$ cat src/rtl/fetch_unit_if.sv
// Fetch-stage bundle: instruction-memory request/response, execute redirect and decode hand-off.
interface fetch_unit_if;
  logic        imem_req_valid;
  logic        imem_req_ready;
  logic [31:0] imem_req_addr;
  logic        imem_resp_valid;
  logic [31:0] imem_resp_data;
  logic        redirect_valid;
  logic [31:0] redirect_pc;
  logic        next_valid;
  logic        next_ready;
  logic [31:0] next_inst;
  logic [31:0] next_pc;

  modport master (
    output imem_req_valid, imem_req_addr, next_valid, next_inst, next_pc,
    input  imem_req_ready, imem_resp_valid, imem_resp_data, redirect_valid, redirect_pc, next_ready
  );

  modport slave (
    input  imem_req_valid, imem_req_addr, next_valid, next_inst, next_pc,
    output imem_req_ready, imem_resp_valid, imem_resp_data, redirect_valid, redirect_pc, next_ready
  );
endinterface

$ cat src/rtl/fetch_unit.sv
// RV32I fetch stage: credit-limited word fetch, in-order instruction queue, redirect flush with
// drop of in-flight responses.
module fetch_unit #(
  parameter logic [31:0] RESET_PC    = 32'h0000_0000,
  parameter int unsigned QUEUE_DEPTH = 2
) (
  input  logic         clk,
  input  logic         rst_n,
  fetch_unit_if.master fif
);
  localparam int unsigned PTR_W    = (QUEUE_DEPTH > 1) ? $clog2(QUEUE_DEPTH) : 1;
  localparam int unsigned CNT_W    = $clog2(QUEUE_DEPTH + 1);
  localparam int unsigned SUM_W    = CNT_W + 1;
  localparam logic [31:0] NOP_INST = 32'h0000_0013;

  typedef enum logic {RUN, DRAIN} state_t;

  state_t             state_q, state_d;
  logic [31:0]        pc_q, pc_d;
  logic [31:0]        last_pc_q, last_pc_d;
  logic [CNT_W-1:0]   out_q, out_d;
  logic [CNT_W-1:0]   disc_q, disc_d;
  logic [CNT_W-1:0]   cnt_q, cnt_d;
  logic [PTR_W-1:0]   rd_q, rd_d, wr_q, wr_d;
  logic [PTR_W-1:0]   pf_rd_q, pf_rd_d, pf_wr_q, pf_wr_d;
  logic               req_en_q;

  logic [31:0]        q_inst [QUEUE_DEPTH];
  logic [31:0]        q_pc   [QUEUE_DEPTH];
  logic [31:0]        pf_pc  [QUEUE_DEPTH];

  logic               resp_take, pop, req_valid, accept, push;
  logic [SUM_W-1:0]   used;

  // A slot freed by this cycle's pop already counts as credit, so 1-cycle memory sustains full rate.
  always_comb begin
    resp_take = fif.imem_resp_valid && (out_q != '0);
    pop       = (cnt_q != '0) && fif.next_ready;
    used      = SUM_W'(out_q) + SUM_W'(cnt_q) - SUM_W'(pop);
    req_valid = req_en_q && (state_q == RUN) && !fif.redirect_valid &&
                (used < SUM_W'(QUEUE_DEPTH));
    accept    = req_valid && fif.imem_req_ready;
  end

  assign fif.imem_req_valid = req_valid;
  assign fif.imem_req_addr  = pc_q;
  assign fif.next_valid     = (cnt_q != '0);
  assign fif.next_inst      = (cnt_q != '0) ? q_inst[rd_q] : NOP_INST;
  assign fif.next_pc        = (cnt_q != '0) ? q_pc[rd_q]   : last_pc_q;

  // Next-state: redirect flushes everything and converts in-flight responses into discards.
  always_comb begin
    state_d   = state_q;
    pc_d      = pc_q;
    last_pc_d = last_pc_q;
    out_d     = out_q + CNT_W'(accept) - CNT_W'(resp_take);
    disc_d    = disc_q;
    cnt_d     = cnt_q;
    rd_d      = rd_q;
    wr_d      = wr_q;
    pf_rd_d   = pf_rd_q;
    pf_wr_d   = pf_wr_q;
    push      = 1'b0;

    if (fif.redirect_valid) begin
      pc_d    = fif.redirect_pc & ~32'h0000_0003;
      disc_d  = out_q - CNT_W'(resp_take);
      out_d   = out_q - CNT_W'(resp_take);
      cnt_d   = '0;
      rd_d    = '0;
      wr_d    = '0;
      pf_rd_d = '0;
      pf_wr_d = '0;
      state_d = (disc_d != '0) ? DRAIN : RUN;
    end else begin
      if (accept) begin
        pc_d    = pc_q + 32'd4;
        pf_wr_d = pf_wr_q + PTR_W'(1);
      end
      if (resp_take) begin
        if (disc_q != '0) begin
          disc_d = disc_q - CNT_W'(1);
        end else begin
          push    = 1'b1;
          wr_d    = wr_q + PTR_W'(1);
          pf_rd_d = pf_rd_q + PTR_W'(1);
        end
      end
      if (pop) begin
        rd_d      = rd_q + PTR_W'(1);
        last_pc_d = q_pc[rd_q];
      end
      cnt_d = cnt_q + CNT_W'(push) - CNT_W'(pop);
      if (state_q == DRAIN && disc_d == '0) state_d = RUN;
    end
  end

  always_ff @(posedge clk or negedge rst_n) begin
    if (!rst_n) begin
      state_q   <= RUN;
      pc_q      <= RESET_PC;
      last_pc_q <= RESET_PC;
      out_q     <= '0;
      disc_q    <= '0;
      cnt_q     <= '0;
      rd_q      <= '0;
      wr_q      <= '0;
      pf_rd_q   <= '0;
      pf_wr_q   <= '0;
      req_en_q  <= 1'b0;
    end else begin
      state_q   <= state_d;
      pc_q      <= pc_d;
      last_pc_q <= last_pc_d;
      out_q     <= out_d;
      disc_q    <= disc_d;
      cnt_q     <= cnt_d;
      rd_q      <= rd_d;
      wr_q      <= wr_d;
      pf_rd_q   <= pf_rd_d;
      pf_wr_q   <= pf_wr_d;
      req_en_q  <= 1'b1;
    end
  end

  // Queue and request-PC storage; writes are gated off while in reset.
  always_ff @(posedge clk) begin
    if (push) begin
      q_inst[wr_q] <= fif.imem_resp_data;
      q_pc[wr_q]   <= pf_pc[pf_rd_q];
    end
    if (accept) pf_pc[pf_wr_q] <= pc_q;
  end
endmodule
$ cat src/flat_wrapper.sv
// flat-port wrapper written by rule: the top's interface ports become plain ports
module fetch_unit_flat 
#(
  parameter logic [31:0] RESET_PC    = 32'h0000_0000,
  parameter int unsigned QUEUE_DEPTH = 2
)
  (clk, rst_n, fif_imem_req_valid, fif_imem_req_addr, fif_next_valid, fif_next_inst, fif_next_pc, fif_imem_req_ready, fif_imem_resp_valid, fif_imem_resp_data, fif_redirect_valid, fif_redirect_pc, fif_next_ready);
  fetch_unit_if fif_i ();
  input  logic clk;
  input  logic rst_n;
  output wire logic [$bits(fif_i.imem_req_valid)-1:0] fif_imem_req_valid;
  output wire logic [$bits(fif_i.imem_req_addr)-1:0] fif_imem_req_addr;
  output wire logic [$bits(fif_i.next_valid)-1:0] fif_next_valid;
  output wire logic [$bits(fif_i.next_inst)-1:0] fif_next_inst;
  output wire logic [$bits(fif_i.next_pc)-1:0] fif_next_pc;
  input wire logic [$bits(fif_i.imem_req_ready)-1:0] fif_imem_req_ready;
  input wire logic [$bits(fif_i.imem_resp_valid)-1:0] fif_imem_resp_valid;
  input wire logic [$bits(fif_i.imem_resp_data)-1:0] fif_imem_resp_data;
  input wire logic [$bits(fif_i.redirect_valid)-1:0] fif_redirect_valid;
  input wire logic [$bits(fif_i.redirect_pc)-1:0] fif_redirect_pc;
  input wire logic [$bits(fif_i.next_ready)-1:0] fif_next_ready;
  assign fif_imem_req_valid = fif_i.imem_req_valid;
  assign fif_imem_req_addr = fif_i.imem_req_addr;
  assign fif_next_valid = fif_i.next_valid;
  assign fif_next_inst = fif_i.next_inst;
  assign fif_next_pc = fif_i.next_pc;
  assign fif_i.imem_req_ready = fif_imem_req_ready;
  assign fif_i.imem_resp_valid = fif_imem_resp_valid;
  assign fif_i.imem_resp_data = fif_imem_resp_data;
  assign fif_i.redirect_valid = fif_redirect_valid;
  assign fif_i.redirect_pc = fif_redirect_pc;
  assign fif_i.next_ready = fif_next_ready;
  fetch_unit #(.RESET_PC(RESET_PC), .QUEUE_DEPTH(QUEUE_DEPTH)) u_core (.clk(clk), .rst_n(rst_n), .fif(fif_i));
endmodule
$ cat config.mk
export PLATFORM = sky130hd
export DESIGN_NAME = fetch_unit_flat
export DESIGN_NICKNAME = d
export VERILOG_FILES = /design/src/rtl/fetch_unit_if.sv /design/src/rtl/fetch_unit.sv /design/src/flat_wrapper.sv
export SDC_FILE = /design/constraint.sdc
export NUM_CORES = 1
export LEC_CHECK = 0
export BUFFER_PORTS_ARGS = -buffer_cell sky130_fd_sc_hd__buf_4
export CELL_PAD_IN_SITES_DETAIL_PLACEMENT = 0
export CELL_PAD_IN_SITES_GLOBAL_PLACEMENT = 1
export CORE_MARGIN = 4
export CORE_UTILIZATION = 30
export CTS_BUF_LIST = sky130_fd_sc_hd__clkbuf_4 sky130_fd_sc_hd__clkbuf_8
export CTS_CLUSTER_DIAMETER = 50
export DETAILED_ROUTE_END_ITERATION = 6
export MAX_ROUTING_LAYER = met4
export PLACE_DENSITY_LB_ADDON = 0.1
export SLEW_MARGIN = 20
export SYNTH_ARGS = -nofsm -noshare
export SYNTH_HDL_FRONTEND = slang
export SYNTH_SLANG_ARGS = --single-unit
$ cat constraint.sdc
create_clock -name clk -period 17.1 [get_ports clk]
set_input_delay 3.42 -clock clk [delete_from_list [all_inputs] [get_ports clk]]
set_output_delay 3.42 -clock clk [all_outputs]
set_load 0.02 [all_outputs]
; Yosys cells after proc, flatten, opt, wreduce, memory -nomap -nowiden
; Memories as Yosys holds them, arrays and structs flattened.
; Cells that the tools add are included.
; Widths: inputs -> output; s select.
[classes]
add_sub_neg = 13
multipliers = 0
div = 0
magnitude_cmp = 1
n_eq_ne = 1
shift = 0
n_mux = 31
n_bitwise = 2
reduce_logical = 19
[op_table]
columns = op, n
row1 = $mux 32, 4
row2 = $add 32x3->32 const B, 1
row3 = $mux 1, 21
row4 = $reduce_bool 2->1, 8
row5 = $mux 2, 6
row6 = $logic_and 1x1->1, 7
row7 = $sub 2x1->2, 3
row8 = $add 1x1->1 const B, 4
row9 = $add 2x1->2, 2
row10 = $reduce_and 2->1, 2
row11 = $add 2x2->3, 1
row12 = $lt 3x2->1 const B, 1
row13 = $sub 3x1->3, 1
row14 = $logic_not 2->1, 1
row15 = $ne 2x2->1 const B, 1
row16 = $not 1->1, 2
row17 = $sub 2x1->2 const B, 1
row18 = $logic_not 1->1, 1
[totals]
register_bits = 76
latchBits = 0
ramBits = 192
mem_bits_ro = 0
in_bits = 70
out_inout_bits = 98
wordCells = 81
mem_count = 3
[mem_list]
columns = name, depth, width, rd, rd_clocked_by_memory_dff, wr, line_no
row1 = u_core.pf_pc, 2, 32, 1, 0, 1, fetch_unit.sv:30  ; logic [31:0] pf_pc [QUEUE_DEPTH];
row2 = u_core.q_inst, 2, 32, 1, 0, 1, fetch_unit.sv:28  ; logic [31:0] q_inst [QUEUE_DEPTH];
row3 = u_core.q_pc, 2, 32, 1, 0, 1, fetch_unit.sv:29  ; logic [31:0] q_pc [QUEUE_DEPTH];

; Depth between registers and ports, before layout
[depth]
depth_word = 9
mapped_depth = 12
depth_no_buf = 9

; Worst setup path after synthesis
; Ideal clock, no wire load.
[synth_timing]
path_kind = input-to-reg
start = input port fif_imem_resp_valid
end = memory u_core.q_inst[0][0] (enable)
setup_ns = 0.572
arrival_ns = 8.642
required_time_ns = 16.528
path_slack_ns = 7.886
path_stages = 3
path_buffers = 0
path_cell_list = o21ai_0 nor3_1 nor3b_1
[synth_between]
elab_chain_len = 6
[synth_lines]
columns = element, line_no
row1 = "start, declared", flat_wrapper.sv:17  ; input wire logic [$bits(fif_i.imem_resp_valid)-1:0] fif_imem_resp_valid;
row2 = $logic_and 1x1->1, fetch_unit.sv:37  ; resp_take = fif.imem_resp_valid && (out_q != '0);
row3 = $mux 1, fetch_unit.sv:80  ; if (resp_take) begin
row4 = $mux 1 (2 in series), fetch_unit.sv:65  ; if (fif.redirect_valid) begin
row5 = $mux 1, fetch_unit.sv:128  ; if (push) begin
row6 = $mux 1 (implied by the code), fetch_unit.sv:129  ; q_inst[wr_q] <= fif.imem_resp_data;
row7 = "end, declared", fetch_unit.sv:28
; No other way between the ends. The select of a mux whose other input is x is not followed.

; Worst setup path in the final report
[layout_timing]
start = input port fif_next_ready
end = output port fif_imem_req_valid
[layout_between]
elab_chain_len = 4
[layout_lines]
columns = element, line_no
row1 = "start, declared", flat_wrapper.sv:21  ; input wire logic [$bits(fif_i.next_ready)-1:0] fif_next_ready;
row2 = $logic_and 1x1->1, fetch_unit.sv:38  ; pop = (cnt_q != '0) && fif.next_ready;
row3 = $sub 3x1->3, fetch_unit.sv:39  ; used = SUM_W'(out_q) + SUM_W'(cnt_q) - SUM_W'(pop);
row4 = $lt 3x2->1, fetch_unit.sv:41  ; (used < SUM_W'(QUEUE_DEPTH));
row5 = $logic_and 1x1->1, fetch_unit.sv:40  ; req_valid = req_en_q && (state_q == RUN) && !fif.redirect_valid &&
row6 = "end, declared", flat_wrapper.sv:11  ; output wire logic [$bits(fif_i.imem_req_valid)-1:0] fif_imem_req_valid;
; No other way between the ends.

==> parameters.txt <==
Parameter                              Value

Outcome
  Status ... finished clean

STA
  Max Freq ... ~120 MHz
  Final hold violations ... 0
  Slew of the pin with the lowest slew margin ... between 900 and 1000 ps
  Worst clock skew ... 27.3 ps
  Total Neg Setup Slack ... 0 ps
  Final max-slew violation count ... 0
  RSZ-0062 raised after global routing ... no
  Min Clock Period, post-route ... ~8400 ps
  Worst slew margin relative to its limit ... approximately a third
  Final setup vio count ... 0
  Crit share post-route ... roughly 49%

Placed design
  Port-buffer cells ... 161
  RD Place Congestion ... 0.693
  Detail Placement HPWL ... approximately 15 mm

Layout
  Number of antenna cells inserted ... 0
  Most common cell after layout, fill and taps aside ... edfxtp_1
  Nets@finish ... between 1,000 and 1,500
  Commonest cells after routing, fill and taps aside ... edfxtp_1, buf_4, nor2_1
  Layout area overhead ... 25.7%
  Share of final-layout standard cells stronger than drive strength 1 ... 30.2%

Floorplan
  X dimension of the die ... 195 µm
  Site Rows ... 68
  Initial core utilization ... around 30%
  Die area ... roughly 0.038 mm²
  Standard cell core area ... approximately 0.035 mm²
  Number of primary I/O pins ... 168
  Die H ... roughly 200 µm

Route
  Via-per-instance ratio ... roughly 4.5
  Post-route DRC violation count ... 0
  Routed length per placed instance ... 17.4 µm
  Wire length reported by the detailed router ... ~25 mm
  Number of search-and-repair iterations in the first detailed-routing pass ... 5
  DRT antenna net count ... 0
  Vias ... roughly 6,500
  Drt initial violations ... 265

Logic synthesis
  Count of state elements after synthesis ... 256
  Number of distinct standard cells referenced by the synthesized netlist ... 44
  Yosys warning total ... 0
  Sequential-to-total area share from yosys stat ... 69.7%
  Count of mapped cells out of synthesis ... between 700 and 800
  Synthesized cell area ... about 0.011 mm²
  Mean instance size in the synthesized netlist ... approximately 14 µm²

CTS
  Post-cts repair resize count ... 0
  Clock buffer count from CTS ... 48
  Post-CTS setup buffer count ... 0
  Number of levels the H-tree was split into ... 2
  Clock input transition at the sequential cells of the worst setup and hold paths ... 50 ps
  Clock insertion delay at the later pin of the skew report ... about 550 ps
  Max Buffers Root-to-Sink ... 3
  CTS Hold Bufs ... 0
  Clock Sinks ... around 260
  CTS tree ... yes
  Cell at the root of the clock tree ... clkbuf_8

Global route
  Via count of the first global-routing pass ... ~6,400
  GRT Residual Overflow ... 0
  Maximum number of pins on one net before global-route repair ... 63
  First-pass GRT wire length ... 38.8 mm
  Global-route usage over all layers ... between 10% and 20%
  Number of antenna violations at the first check in global routing ... 0

Setup path
  Required time of the critical path ... around 14,000 ps
  Type of element capturing the critical path ... primary output
  Worst-path fanout max ... 12
  Startpoint of the worst register-to-register path ... u_core.cnt_q[1]
  Type of the worst setup path ... in2out
  Critical path arrival ... about 5000 ps
  FF-to-FF path depth ... 10
  RR Endpoint ... u_core.fif.imem_req_addr[31]
  Nature of the critical path startpoint ... primary input
  Slack of the worst reg-to-reg path ... 13,060 ps

Pwr
  Register share of total power ... ~37%
  Final Power ... around 2.2 mW
  Switching share of power ... a little over a third
  Proportion of power drawn by combinational gates ... between 30% and 40%
  Portion of total power attributed to the clock network ... between 20 and 30%
  Maximum vdd drop ... between 60 and 70 µV
  Switching power of the nets ... around 0.77 mW
  Cell internal power dissipation ... approximately 1.4 mW
  Leakage dissipation ... about 4.9 nW
  P per Cell Area ... around 160 mW/mm²

Hold path
  Class of the worst hold path ... reg2reg
  Endpoint, Worst Hold ... u_core.last_pc_q[16]
  WHS Path Cells ... 2
  Critical hold path startpoint ... u_core.last_pc_q[16]

Flow run
  Reported max-cap violation count ... 0
==> synth_stat cells <==
master | count | share of area [%]
clkbuf_1 | 33 | 1.2
dfrtp_1 | 72 | 17
a21oi_1 | 32 | 1.5
ha_1 | 5 | 0.60
buf_6 | 2 | 0.21
conb_1 | 2 | 0.071
mux2i_1 | 63 | 6.0
buf_4 | 4 | 0.29
o41ai_1 | 1 | 0.083
or4_1 | 17 | 1.2
nor3b_1 | 3 | 0.21
nand2b_1 | 1 | 0.060
nand2_1 | 55 | 2.0
clkinv_1 | 1 | 0.036
edfxtp_1 | 184 | 53
xor2_1 | 4 | 0.33
a21bo_2 | 2 | 0.19
nor4_1 | 5 | 0.30
nand3b_1 | 2 | 0.14
or2_2 | 1 | 0.060
a21o_1 | 1 | 0.071
fa_1 | 1 | 0.19
xnor2_1 | 14 | 1.2
a31oi_1 | 21 | 1.3
mux2_2 | 30 | 3.2
or3_1 | 4 | 0.24
o31a_1 | 2 | 0.17
nand4_1 | 6 | 0.36
nor3_1 | 5 | 0.24
nor2b_1 | 1 | 0.060
o21ai_0 | 43 | 2.0
and3_1 | 7 | 0.42
buf_1 | 8 | 0.29
a211oi_1 | 1 | 0.071
and4_1 | 4 | 0.33
nand4b_4 | 1 | 0.23
nor2_1 | 88 | 3.1
nand3_1 | 10 | 0.48
inv_1 | 10 | 0.36
nor4b_1 | 1 | 0.083
or3_4 | 1 | 0.11
buf_2 | 1 | 0.048
a31o_2 | 1 | 0.083
o31ai_1 | 16 | 1.1
==> sequential cells by signal (all words and copies together) (netlist names) <==
name                      count
u_core.disc_q                 2
u_core.last_pc_q             30
u_core.wr_q                   1
u_core.fif.imem_req_addr     30
u_core.q_pc                  60
u_core.cnt_q                  2
u_core.q_inst                64
u_core.req_en_q               1
u_core.pf_wr_q                1
u_core.rd_q                   1
u_core.pf_rd_q                1
u_core.pf_pc                 60
u_core.out_q                  2
u_core.state_q                1
==> metrics by stage <==
| stage | utilization (%) | std cells | instance area (µm²) | hold WS [ps] | setup WS, ps |
|---|---|---|---|---|---|
| after floorplan | - | 769 | 10500 | 451 | 7890 |
| after global placement | 35.3 | 1349 | 12200 | 462 | 8680 |
| after detailed placement | 35.3 | 1349 | 12200 | 470 | 8660 |
| after CTS | 38.2 | 1437 | 13200 | 482 | 8650 |
| after global routing | 38.2 | 1437 | 13200 | 496 | 8590 |
| final | 38.2 | 1437 | 13200 | 479 | 8700 |
==> layout make-up <==
class                      count  area [µm²]
clock buffer                  71         871
inverter                      11        41.3
multi-input combinational    454        2960
sequential                   256        7330
tap                          455         569
timing repair buffer         173        1300
clock inverter                17         134
fill                        3395       21300
==> worst max-delay path, stage by stage <==
cell     delay [ps]
buf_4           130
nand2_1         120
nor2_1           80
fa_1            400
xnor2_1         130
buf_4           170
nor4_1          300
buf_4           220
==> worst max path at each step <==
stage,from,end,slack (ps),cells past startpoint
floorplan,fif_imem_resp_valid,u_core.q_inst[0][0],7890,3
global placement,fif_next_ready,fif_imem_req_valid,8680,8
detailed placement,fif_next_ready,fif_imem_req_valid,8660,8
CTS,fif_next_ready,fif_imem_req_valid,8650,8
global route,fif_next_ready,fif_imem_req_valid,8590,8
finish,fif_next_ready,fif_imem_req_valid,8700,8
==> logic make-up (layout without fill, tap and decap cells) <==
family          after synthesis  after routing  share of synthesized area (%)
compound gates              120            120                           6.63
xor+xnor                     18             18                           1.50
fa+ha+maj                     6              6                          0.786
buf+inv                      59            272                           2.41
flops                       256            256                           69.7
mux                          93             93                           9.22
other cells                   2              5                         0.0715
simple gates                212            212                           9.64
==> power by group through the flow <==
stage / combinational (mW) / clock [mW] / sequential (mW)
5_1_grt: 0.830 / 0.665 / 0.823
6_report: 0.760 / 0.606 / 0.812
3_3_place_gp: 0.773 / 0 / 0.823
4_1_cts: 0.779 / 0.631 / 0.813
3_5_place_dp: 0.777 / 0 / 0.825
2_1_floorplan: 0.462 / 0 / 0.813
==> layer usage <==
metal | GRT usage (%) | part of all wire [%]
met4 | 3.39 | 2.0
met3 | 2.86 | 5.1
met2 | 19.5 | 44
met5 | - | 0
met1 | 18.7 | 48
Power figures use the tool's default switching activity.
